### src/rtl/lcd_text_driver.sv
// lcd_text_driver: pulls ASCII characters from a character source and drives
// an HD44780-compatible 2x16 text LCD over its 8-bit parallel bus.
// After reset it waits, sends the init command sequence, clears the display,
// then refreshes line 1 and line 2 forever.
// Optional build macro: LCD_CURSOR_BLINK_EN turns the cursor and blink on
// (display-on command 8'h0F instead of 8'h0C).
module lcd_text_driver #(
    parameter int INIT_DELAY     = 70,
    parameter int STEP_CYCLES    = 3,
    parameter int CLEAR_WAIT     = 20,
    parameter int CHARS_PER_LINE = 16
) (
    input  logic       CLK,
    input  logic       RESETN,
    input  logic [7:0] CHAR_DATA,
    output logic       CHAR_ADV,
    output logic       LCD_E,
    output logic       LCD_RS,
    output logic       LCD_RW,
    output logic [7:0] LCD_DATA,
    output logic       LINE_SEL
);

    typedef enum logic [3:0] {
        ST_DELAY      = 4'd0,
        ST_FUNC_SET   = 4'd1,
        ST_DISP_ON    = 4'd2,
        ST_ENTRY_MODE = 4'd3,
        ST_CLEAR_DISP = 4'd4,
        ST_CLEAR_HOLD = 4'd5,
        ST_LINE1_ADDR = 4'd6,
        ST_LINE1      = 4'd7,
        ST_LINE2_ADDR = 4'd8,
        ST_LINE2      = 4'd9
    } state_t;

`ifdef LCD_CURSOR_BLINK_EN
    localparam logic [7:0] DISP_ON_CMD = 8'h0F;
`else
    localparam logic [7:0] DISP_ON_CMD = 8'h0C;
`endif

    localparam logic [7:0]  LAST_STEP    = 8'(STEP_CYCLES - 1);
    localparam logic [7:0]  LAST_CHAR    = 8'(CHARS_PER_LINE - 1);
    localparam logic [15:0] INIT_WAIT_W  = 16'(INIT_DELAY);
    localparam logic [15:0] CLEAR_WAIT_W = 16'(CLEAR_WAIT);

    // Command byte sent during each command transaction.
    function automatic logic [7:0] cmd_byte(input state_t s);
        logic [7:0] b;
        case (s)
            ST_FUNC_SET:   b = 8'h38;
            ST_DISP_ON:    b = DISP_ON_CMD;
            ST_ENTRY_MODE: b = 8'h06;
            ST_CLEAR_DISP: b = 8'h01;
            ST_LINE1_ADDR: b = 8'h80;
            ST_LINE2_ADDR: b = 8'hC0;
            default:       b = 8'h00;
        endcase
        return b;
    endfunction

    // True for the states whose transactions write character data.
    function automatic logic is_char_state(input state_t s);
        return (s == ST_LINE1) || (s == ST_LINE2);
    endfunction

    state_t      state_q, state_d;
    logic [7:0]  step_q, step_d;
    logic [15:0] wait_q, wait_d;
    logic [7:0]  idx_q, idx_d;
    logic        lcd_e_q, lcd_e_d;
    logic        lcd_rs_q, lcd_rs_d;
    logic        lcd_rw_q, lcd_rw_d;
    logic [7:0]  lcd_data_q, lcd_data_d;
    logic        char_adv_q, char_adv_d;
    logic        line_sel_q, line_sel_d;
    logic        start_s;
    state_t      start_state_s;

    // Next-state and next-output logic: steps the phase of the current
    // transaction and, when one ends, loads RS/DATA for the next one.
    always_comb begin
        state_d       = state_q;
        step_d        = step_q;
        wait_d        = wait_q;
        idx_d         = idx_q;
        lcd_e_d       = 1'b0;
        lcd_rs_d      = lcd_rs_q;
        lcd_rw_d      = 1'b0;
        lcd_data_d    = lcd_data_q;
        char_adv_d    = 1'b0;
        line_sel_d    = line_sel_q;
        start_s       = 1'b0;
        start_state_s = state_q;

        case (state_q)
            ST_DELAY: begin
                if (wait_q >= INIT_WAIT_W) begin
                    start_s       = 1'b1;
                    start_state_s = ST_FUNC_SET;
                    wait_d        = 16'd0;
                end else begin
                    wait_d = wait_q + 16'd1;
                end
            end
            ST_CLEAR_HOLD: begin
                if (wait_q >= CLEAR_WAIT_W) begin
                    start_s       = 1'b1;
                    start_state_s = ST_LINE1_ADDR;
                    wait_d        = 16'd0;
                end else begin
                    wait_d = wait_q + 16'd1;
                end
            end
            default: begin
                if (step_q == LAST_STEP) begin
                    case (state_q)
                        ST_FUNC_SET: begin
                            start_s       = 1'b1;
                            start_state_s = ST_DISP_ON;
                        end
                        ST_DISP_ON: begin
                            start_s       = 1'b1;
                            start_state_s = ST_ENTRY_MODE;
                        end
                        ST_ENTRY_MODE: begin
                            start_s       = 1'b1;
                            start_state_s = ST_CLEAR_DISP;
                        end
                        ST_CLEAR_DISP: begin
                            // Entering the hold already counts as its first idle clock.
                            state_d = ST_CLEAR_HOLD;
                            step_d  = 8'd0;
                            wait_d  = 16'd1;
                        end
                        ST_LINE1_ADDR: begin
                            start_s       = 1'b1;
                            start_state_s = ST_LINE1;
                        end
                        ST_LINE1: begin
                            start_s = 1'b1;
                            if (idx_q == LAST_CHAR) begin
                                idx_d         = 8'd0;
                                start_state_s = ST_LINE2_ADDR;
                            end else begin
                                idx_d         = idx_q + 8'd1;
                                start_state_s = ST_LINE1;
                            end
                        end
                        ST_LINE2_ADDR: begin
                            start_s       = 1'b1;
                            start_state_s = ST_LINE2;
                        end
                        ST_LINE2: begin
                            start_s = 1'b1;
                            if (idx_q == LAST_CHAR) begin
                                idx_d         = 8'd0;
                                start_state_s = ST_LINE1_ADDR;
                            end else begin
                                idx_d         = idx_q + 8'd1;
                                start_state_s = ST_LINE2;
                            end
                        end
                        default: begin
                            // Unreachable encoding: restart the whole init sequence.
                            state_d = ST_DELAY;
                            step_d  = 8'd0;
                            wait_d  = 16'd0;
                            idx_d   = 8'd0;
                        end
                    endcase
                end else begin
                    step_d     = step_q + 8'd1;
                    lcd_e_d    = (step_q == 8'd0);
                    char_adv_d = is_char_state(state_q) && ((step_q + 8'd1) == LAST_STEP);
                end
            end
        endcase

        if (start_s) begin
            state_d = start_state_s;
            step_d  = 8'd0;
            if (is_char_state(start_state_s)) begin
                lcd_rs_d   = 1'b1;
                lcd_data_d = CHAR_DATA;
            end else begin
                lcd_rs_d   = 1'b0;
                lcd_data_d = cmd_byte(start_state_s);
            end
            if (start_state_s == ST_LINE2_ADDR) begin
                line_sel_d = 1'b1;
            end else if (start_state_s == ST_LINE1_ADDR) begin
                line_sel_d = 1'b0;
            end else begin
                line_sel_d = line_sel_q;
            end
        end else begin
            line_sel_d = line_sel_q;
        end
    end

    // State, counters and registered outputs; reset forces everything idle.
    always_ff @(posedge CLK) begin
        if (!RESETN) begin
            state_q    <= ST_DELAY;
            step_q     <= 8'd0;
            wait_q     <= 16'd0;
            idx_q      <= 8'd0;
            lcd_e_q    <= 1'b0;
            lcd_rs_q   <= 1'b0;
            lcd_rw_q   <= 1'b0;
            lcd_data_q <= 8'h00;
            char_adv_q <= 1'b0;
            line_sel_q <= 1'b0;
        end else begin
            state_q    <= state_d;
            step_q     <= step_d;
            wait_q     <= wait_d;
            idx_q      <= idx_d;
            lcd_e_q    <= lcd_e_d;
            lcd_rs_q   <= lcd_rs_d;
            lcd_rw_q   <= lcd_rw_d;
            lcd_data_q <= lcd_data_d;
            char_adv_q <= char_adv_d;
            line_sel_q <= line_sel_d;
        end
    end

    assign LCD_E    = lcd_e_q;
    assign LCD_RS   = lcd_rs_q;
    assign LCD_RW   = lcd_rw_q;
    assign LCD_DATA = lcd_data_q;
    assign CHAR_ADV = char_adv_q;
    assign LINE_SEL = line_sel_q;

endmodule

### config.mk
export PLATFORM = sky130hd
export DESIGN_NAME = lcd_text_driver
export DESIGN_NICKNAME = d
export VERILOG_FILES = /design/src/rtl/lcd_text_driver.sv
export SDC_FILE = /design/constraint.sdc
export NUM_CORES = 1
export LEC_CHECK = 0
export ABC_AREA = 1
export ABC_CLOCK_PERIOD_IN_PS = 2560
export BUFFER_PORTS_ARGS = -buffer_cell sky130_fd_sc_hd__buf_2
export CORE_ASPECT_RATIO = 1.25
export CORE_MARGIN = 4
export CORE_UTILIZATION = 45
export DETAILED_ROUTE_END_ITERATION = 16
export SYNTH_ARGS = -nofsm -noshare
export SYNTH_HDL_FRONTEND = slang
export SYNTH_SLANG_ARGS = --single-unit
### constraint.sdc
create_clock -name CLK -period 2.56 [get_ports CLK]
set_clock_uncertainty 0.2 [all_clocks]
set_input_delay 0.384 -clock CLK [delete_from_list [all_inputs] [get_ports CLK]]
set_output_delay 0.384 -clock CLK [all_outputs]
set_load 0.02 [all_outputs]
---- After elaboration in Yosys (flattened, before gate mapping) ----
Index checks and enable logic that the tools add are counted.
operators by class
  add/subtract/negate cells ............... 3
  multipliers ............................. 0
  div/mod/pow operators ................... 0
  magnitude comparators ................... 2
  equality and inequality tests ........... 24
  shift-type cells ........................ 0
  mux-type cells .......................... 30
  bitwise logic cells ..................... 3
  reductions and logical operators ........ 19
operator list
  kind                                                                number
  case mux 16 bit (2 select lines)                                    2
  2-to-1 mux 16 bit                                                   3
  case mux 8 bit (6 select lines)                                     1
  2-to-1 mux 4 bit                                                    8
  2-to-1 mux 8 bit                                                    4
  equality test 4 x 3 -> 1 bit, second input constant                 7
  case mux 4 bit (7 select lines)                                     1
  adder 16 x 1 -> 16 bit, second input constant                       1
  adder 8 x 1 -> 8 bit, second input constant                         2
  equality test 4 x 2 -> 1 bit, second input constant                 4
  equality test 4 bit, second input constant                          4
  equality test 8 x 2 -> 1 bit, second input constant                 2
  greater-or-equal comparator 16 x 5 -> 1 bit, second input constant  1
  greater-or-equal comparator 16 x 7 -> 1 bit, second input constant  1
  case mux 4 bit (2 select lines)                                     2
  case mux 8 bit (2 select lines)                                     1
  equality test 4 x 1 -> 1 bit, second input constant                 2
  equality test 8 x 4 -> 1 bit, second input constant                 1
  zero test 8 bit                                                     1
  2-to-1 mux 1 bit                                                    7
  OR reduction 7 bit                                                  1
  AND reduction 2 bit                                                 3
  AND reduction 3 bit                                                 2
  OR reduction 2 bit                                                  3
  12 further kinds                                                    17
storage, ports and cells
  register bits ........................... 48
  bits in latches ......................... 0
  memory bits (writable) .................. 0
  bits in read-only memories .............. 0
  output and inout port bits .............. 13
  memories ................................ 0

---- Longest topological paths before layout ----
  depth in word-level cells ............... 8
  gate-level depth with buffers ........... 15
  depth with buffers taken out ............ 15

---- Least setup slack after synthesis ----
No wires, ideal clock.
  path type ............................... register -> register
  start point ............................. register idx_q[0]
  end point ............................... register lcd_data_q[7] (netlist: LCD_DATA[7])
  arrival ................................. 1626 ps
  setup slack ............................. 621 ps
  cell stages (with the launch flop) ...... 13
  clock period less this slack ............ 1939 ps
  path through ............................ dfxtp_1 > ha_1 > nand3_1 > o21ai_1 > nand3_1 > nor2_1 > nor2_4 > inv_2 > nor2_1 > nand2_1 > nand2_4 > nand3_1 > nand2_1
on the way
  cells in the longest elaborated chain, start to end .. 8
  elaborated cells on any way between the ends .. 17
ends and longest elaborated chain
  what                                                                        line      text
  from (decl)                                                                 71        logic [7:0] idx_q, idx_d;
  from (signal assigned)                                                      220       idx_q <= idx_d;
  equality test 8 x 4 -> 1 bit *                                              143, 157
  2-to-1 mux 4 bit, on equally long branches                                  157, 143
  case mux 4 bit (7 select lines) *                                           118       case (state_q)
  2-to-1 mux 4 bit *                                                          117       if (step_q == LAST_STEP) begin
  case mux 4 bit (2 select lines) *                                           97        case (state_q)
  equality test 4 bit (tied with other cells)                                 51        case (s)
  case mux 8 bit (6 select lines) / logical OR 1 bit (equally long branches)  51, 65
  2-to-1 mux 8 bit *                                                          184       if (is_char_state(start_state_s)) begin
  to (signal assigned)                                                        224       lcd_data_q <= lcd_data_d;
  to (decl)                                                                   75        logic [7:0] lcd_data_q, lcd_data_d;
Every way passes the cells marked *; elsewhere a longest branch is shown, timed or not.
A chain may end at the register's enable or synchronous reset.

---- Final worst setup path ----
  start point ............................. register idx_q[0]
  end point ............................... register lcd_data_q[2] (netlist: LCD_DATA[2])
The elaborated chain is that of the path after synthesis.

==> metrics.log <==
INFO  metric result_of_the_run = finished, final reports clean
INFO  metric design.die.area = 7269 sq um
INFO  metric worst_skew_pair.late_latency = approximately 300 ps
INFO  metric setup.worst_path.class = register to register
INFO  metric grt_use_met1 = a little under a fifth
INFO  metric drive_above_1_share = between 10% and 20%
INFO  metric fraction_of_the_mapped_netlist_area_in_adder_cells = 3.265%
INFO  metric ys_seq_elements = 48
INFO  metric power.static_leakage = roughly 1.3 nW
INFO  metric grt_first_pass_wirelength = 10250 microns
INFO  metric place_congestion = 0.9005
INFO  metric drt_pass1_iterations = 4
INFO  metric crit_fanout = 9
INFO  metric hold_path_sink = LCD_DATA[3]
INFO  metric die-height = 94.33 microns
INFO  metric cts_hold_buf = 0
INFO  metric clk_transition_reported_paths = 90 ps
INFO  metric yosysWarnings = 0
INFO  metric synth.lib_cells_used.distinct = 41
INFO  metric slew_violations = 0
INFO  metric final_design_utilization = 51.46%
INFO  metric die_x = 77.06 microns
INFO  metric fp-row-count = 31
INFO  metric global_route_met2_usage = 31.61%
INFO  metric drt_iter0_drc = 88
INFO  metric yosys-mux-area-fraction = 0%
INFO  metric cap_viol_max_count = 0
INFO  metric clockRootBuffer = clkbuf_8
INFO  metric tightest_slew = 544.3 ps
INFO  metric min_delay_src = CHAR_DATA[3]
INFO  metric synth_compound_area_share = 11.29%
INFO  metric globalRouteOverflowTotal = 0
INFO  metric holdCritPathClass = input pin to register
INFO  metric placement.io_buffers = 21
INFO  metric start_util = 46.42%
INFO  metric arrival = 2210 ps
INFO  metric synth_top_family_by_area = simple AND/OR/NAND/NOR gates
INFO  metric totalNegativeSetupSlack = 0 ps
INFO  metric grt_most_used_layer = met2
INFO  metric tritoncts_num_sinks = 48
INFO  metric cp_slowest_stage_delay = approximately 370 ps
INFO  metric globalRouteMet3Util = 3.839%
INFO  metric timing.final.crit_period = 2211 ps
INFO  metric slowest_stage = dfxtp_1
INFO  metric synth_fp_nets = 407
INFO  metric wl_per_cell = about 12 microns
INFO  metric seq_area = 960.9 sq um
INFO  metric ys_seq_area_share = 35.82%
INFO  metric ant_nets = 0
INFO  metric h-tree-depth = 2
INFO  metric cts_made_buffers = 5
INFO  metric postSynth.asyncResetShare = 0%
INFO  metric grt_usage = 17.46%
INFO  metric endpoint_kind = register
INFO  metric detailroute.via_count = 2484
INFO  metric first_global_vias = 2368
INFO  metric crit_top_cell = nor2_1
INFO  metric tritoncts = yes
INFO  metric max_freq = 452.4 MHz
INFO  metric grt_start_max_net_pins = 15
INFO  metric worstReg2RegStart = idx_q[0]
INFO  metric nNetsFinal = 431
INFO  metric clock_path_buffers = 2
INFO  metric core_area = approximately 5800 sq um
INFO  metric r2r-end = LCD_DATA[2]
INFO  metric detailed_place_hpwl = approximately 4600 microns
INFO  metric crit_chain = ha_1, nand3_1, o21ai_1, nand2_1, nor2_1, nor2_1, nor2_1, nor2_1, nand2_1, nand2_4, nand3_1, nand2_1
INFO  metric n_fill_cell = 585
INFO  metric initial_antenna_violation_count = 0
INFO  metric detail_route.drc_violations = 0
INFO  metric ys_dominant_reg_cell = dfxtp_1
INFO  metric count_of_flip_flops_with_a_built_in_enable_after_synthesis = 0
INFO  metric synthCells = about 400
INFO  metric synth.avg_cell_area = 6.878 sq um
INFO  metric timing.final.hold_violations = 0
INFO  metric grt_setup_unrepaired = false
INFO  metric route.detailed.vias_per_inst = 5.164
INFO  metric io_pins = 23
INFO  metric power_density = 448.7 nW/um^2
INFO  metric reg2reg_setup_slack = between 300 and 400 ps
INFO  metric cts_post_setup_buffers_inserted = 0
INFO  metric fin_total_pwr = 0.001335 W
INFO  metric reg2reg_depth = 12
INFO  metric synthesized_cell_area = 2683 sq um
INFO  metric slew_margin_rel = 63.67%
INFO  metric multiInputGateArea = 1529 sq um
INFO  metric synth-simple-area-share = 40.02%
INFO  metric cp.required = between 2000 and 3000 ps
INFO  metric post_synthesis_xor_xnor_area_fraction = approximately 2.0%
INFO  metric antenna_cells = 0
INFO  metric totalWireLength = 5877 microns
INFO  metric worst_hold_path.num_cells = 3
INFO  metric post-route-period-util = between 80% and 90%
INFO  metric worst_setup_path_start_kind = register
INFO  metric vdd_drop_max = 0.2773 mV
INFO  metric areaGrowthSynthToFinish = 10.87%
INFO  metric setup_viol = 0
-- registers in the layout (all words and copies together), names as in the netlist --
signal,cells
step_q,8
wait_q,16
idx_q,8
LCD_RS,1
LCD_E,1
CHAR_ADV,1
LCD_DATA,8
state_q,4
LINE_SEL,1
-- power breakdown --
| group | internal, W | leakage, nW | switching [W] | total, W |
|---|---|---|---|---|
| clock | 0.000290 | 0.0552 | 0.000252 | 0.000542 |
| sequential | 0.000750 | 0.387 | 0.00000445 | 0.000754 |
| combinational | 0.0000139 | 0.864 | 0.0000242 | 0.0000382 |
-- cell usage after synthesis, types with 4 or more instances --
cell type,instances,area (sq um)
nand2_2,6,37.54
dfxtp_1,48,960.9
nand3_1,41,205.2
ha_1,7,87.58
o21a_1,6,45.04
nand2_1,86,322.8
a21oi_1,14,70.07
o21ai_1,6,30.03
nor2_2,5,31.28
nor2_4,4,45.04
inv_2,11,41.29
clkbuf_1,4,15.01
xor2_1,4,35.03
a31oi_1,4,25.02
o21ai_0,11,55.05
nor3_1,10,50.05
inv_1,31,116.4
nor2_1,55,206.5
-- metal layers --
metal  routed length [microns]  share of wire, %  up-vias
li1                          -                 -     1319
met1                      2550                43     1114
met2                      2969                51       32
met3                       143               2.4       19
met4                       214               3.6        0
met5                         0                 0        -
-- cell families (layout without fill, tap and decap cells) --
family | count (synthesis) | count (layout)
and+or+nand+nor | 226 | 226
buffers and inverters | 51 | 76
other | 1 | 1
AOI/OAI and AO/OA | 51 | 51
adders and majority gates | 7 | 7
xor gates and xnor gates | 6 | 6
DFF | 48 | 48
-- cell usage in the layout (no fill, tap or decap), drive strengths merged --
cell / n
nor4b: 1
a2111oi: 1
a211oi: 2
o21bai: 1
clkinv: 2
nand4: 3
and2: 1
conb: 1
ha: 7
a31oi: 4
nand2: 95
o21a: 6
o21ai: 17
a22oi: 3
dfxtp: 48
a21oi: 15
nand3b: 3
nor3: 11
bufinv: 1
nand3: 45
xnor2: 2
a221oi: 1
nor3b: 3
clkbuf: 6
inv: 44
o22ai: 1
buf: 23
nor2: 64
xor2: 4
-- area by class of cell --
cell class | instances | share of cell area [%]
Multi-Input combinational cell | 291 | 51.41
Sequential cell | 48 | 32.31
Inverter | 45 | 5.848
Timing Repair Buffer | 23 | 4.039
Tap cell | 66 | 2.777
Clock buffer | 6 | 2.440
Clock inverter | 2 | 1.178
-- repair_timing --
item | in CTS | in global routing
setup endpoints to repair | 0 | 6
resized for setup | 0 | 2
endpoints found under the hold margin | 0 | 0
-- worst max-delay path: cells and delay by family (launching register included) --
family,cells,cell delay [ps]
fa+ha+maj,1,200
compound gates,1,270
simple gates,10,1070
flops,1,370
-- metrics by stage --
step / hold slack, ps / std cells / setup WS [ps] / instance area [sq um]
global route: 100.2 / 481 / 97.39 / 2974
floorplan: 217.8 / 390 / 620.8 / 2683
finish: 89.10 / 481 / 349.4 / 2974
CTS: 85.64 / 481 / 180.8 / 2965
detailed placement: 228.9 / 473 / 187.5 / 2858
global placement: 230.9 / 473 / 238.9 / 2858
-- how the worst max path moves through the flow --
stage	start	depth (start not counted)	endpoint
5_1_grt	idx_q[0]	12	LCD_DATA[2]
4_1_cts	step_q[0]	11	wait_q[4]
3_5_place_dp	step_q[0]	11	wait_q[4]
3_3_place_gp	step_q[0]	9	wait_q[1]
2_1_floorplan	idx_q[0]	12	LCD_DATA[7]
6_report	idx_q[0]	12	LCD_DATA[2]
No activity file was read; power rests on OpenSTA's default activity.
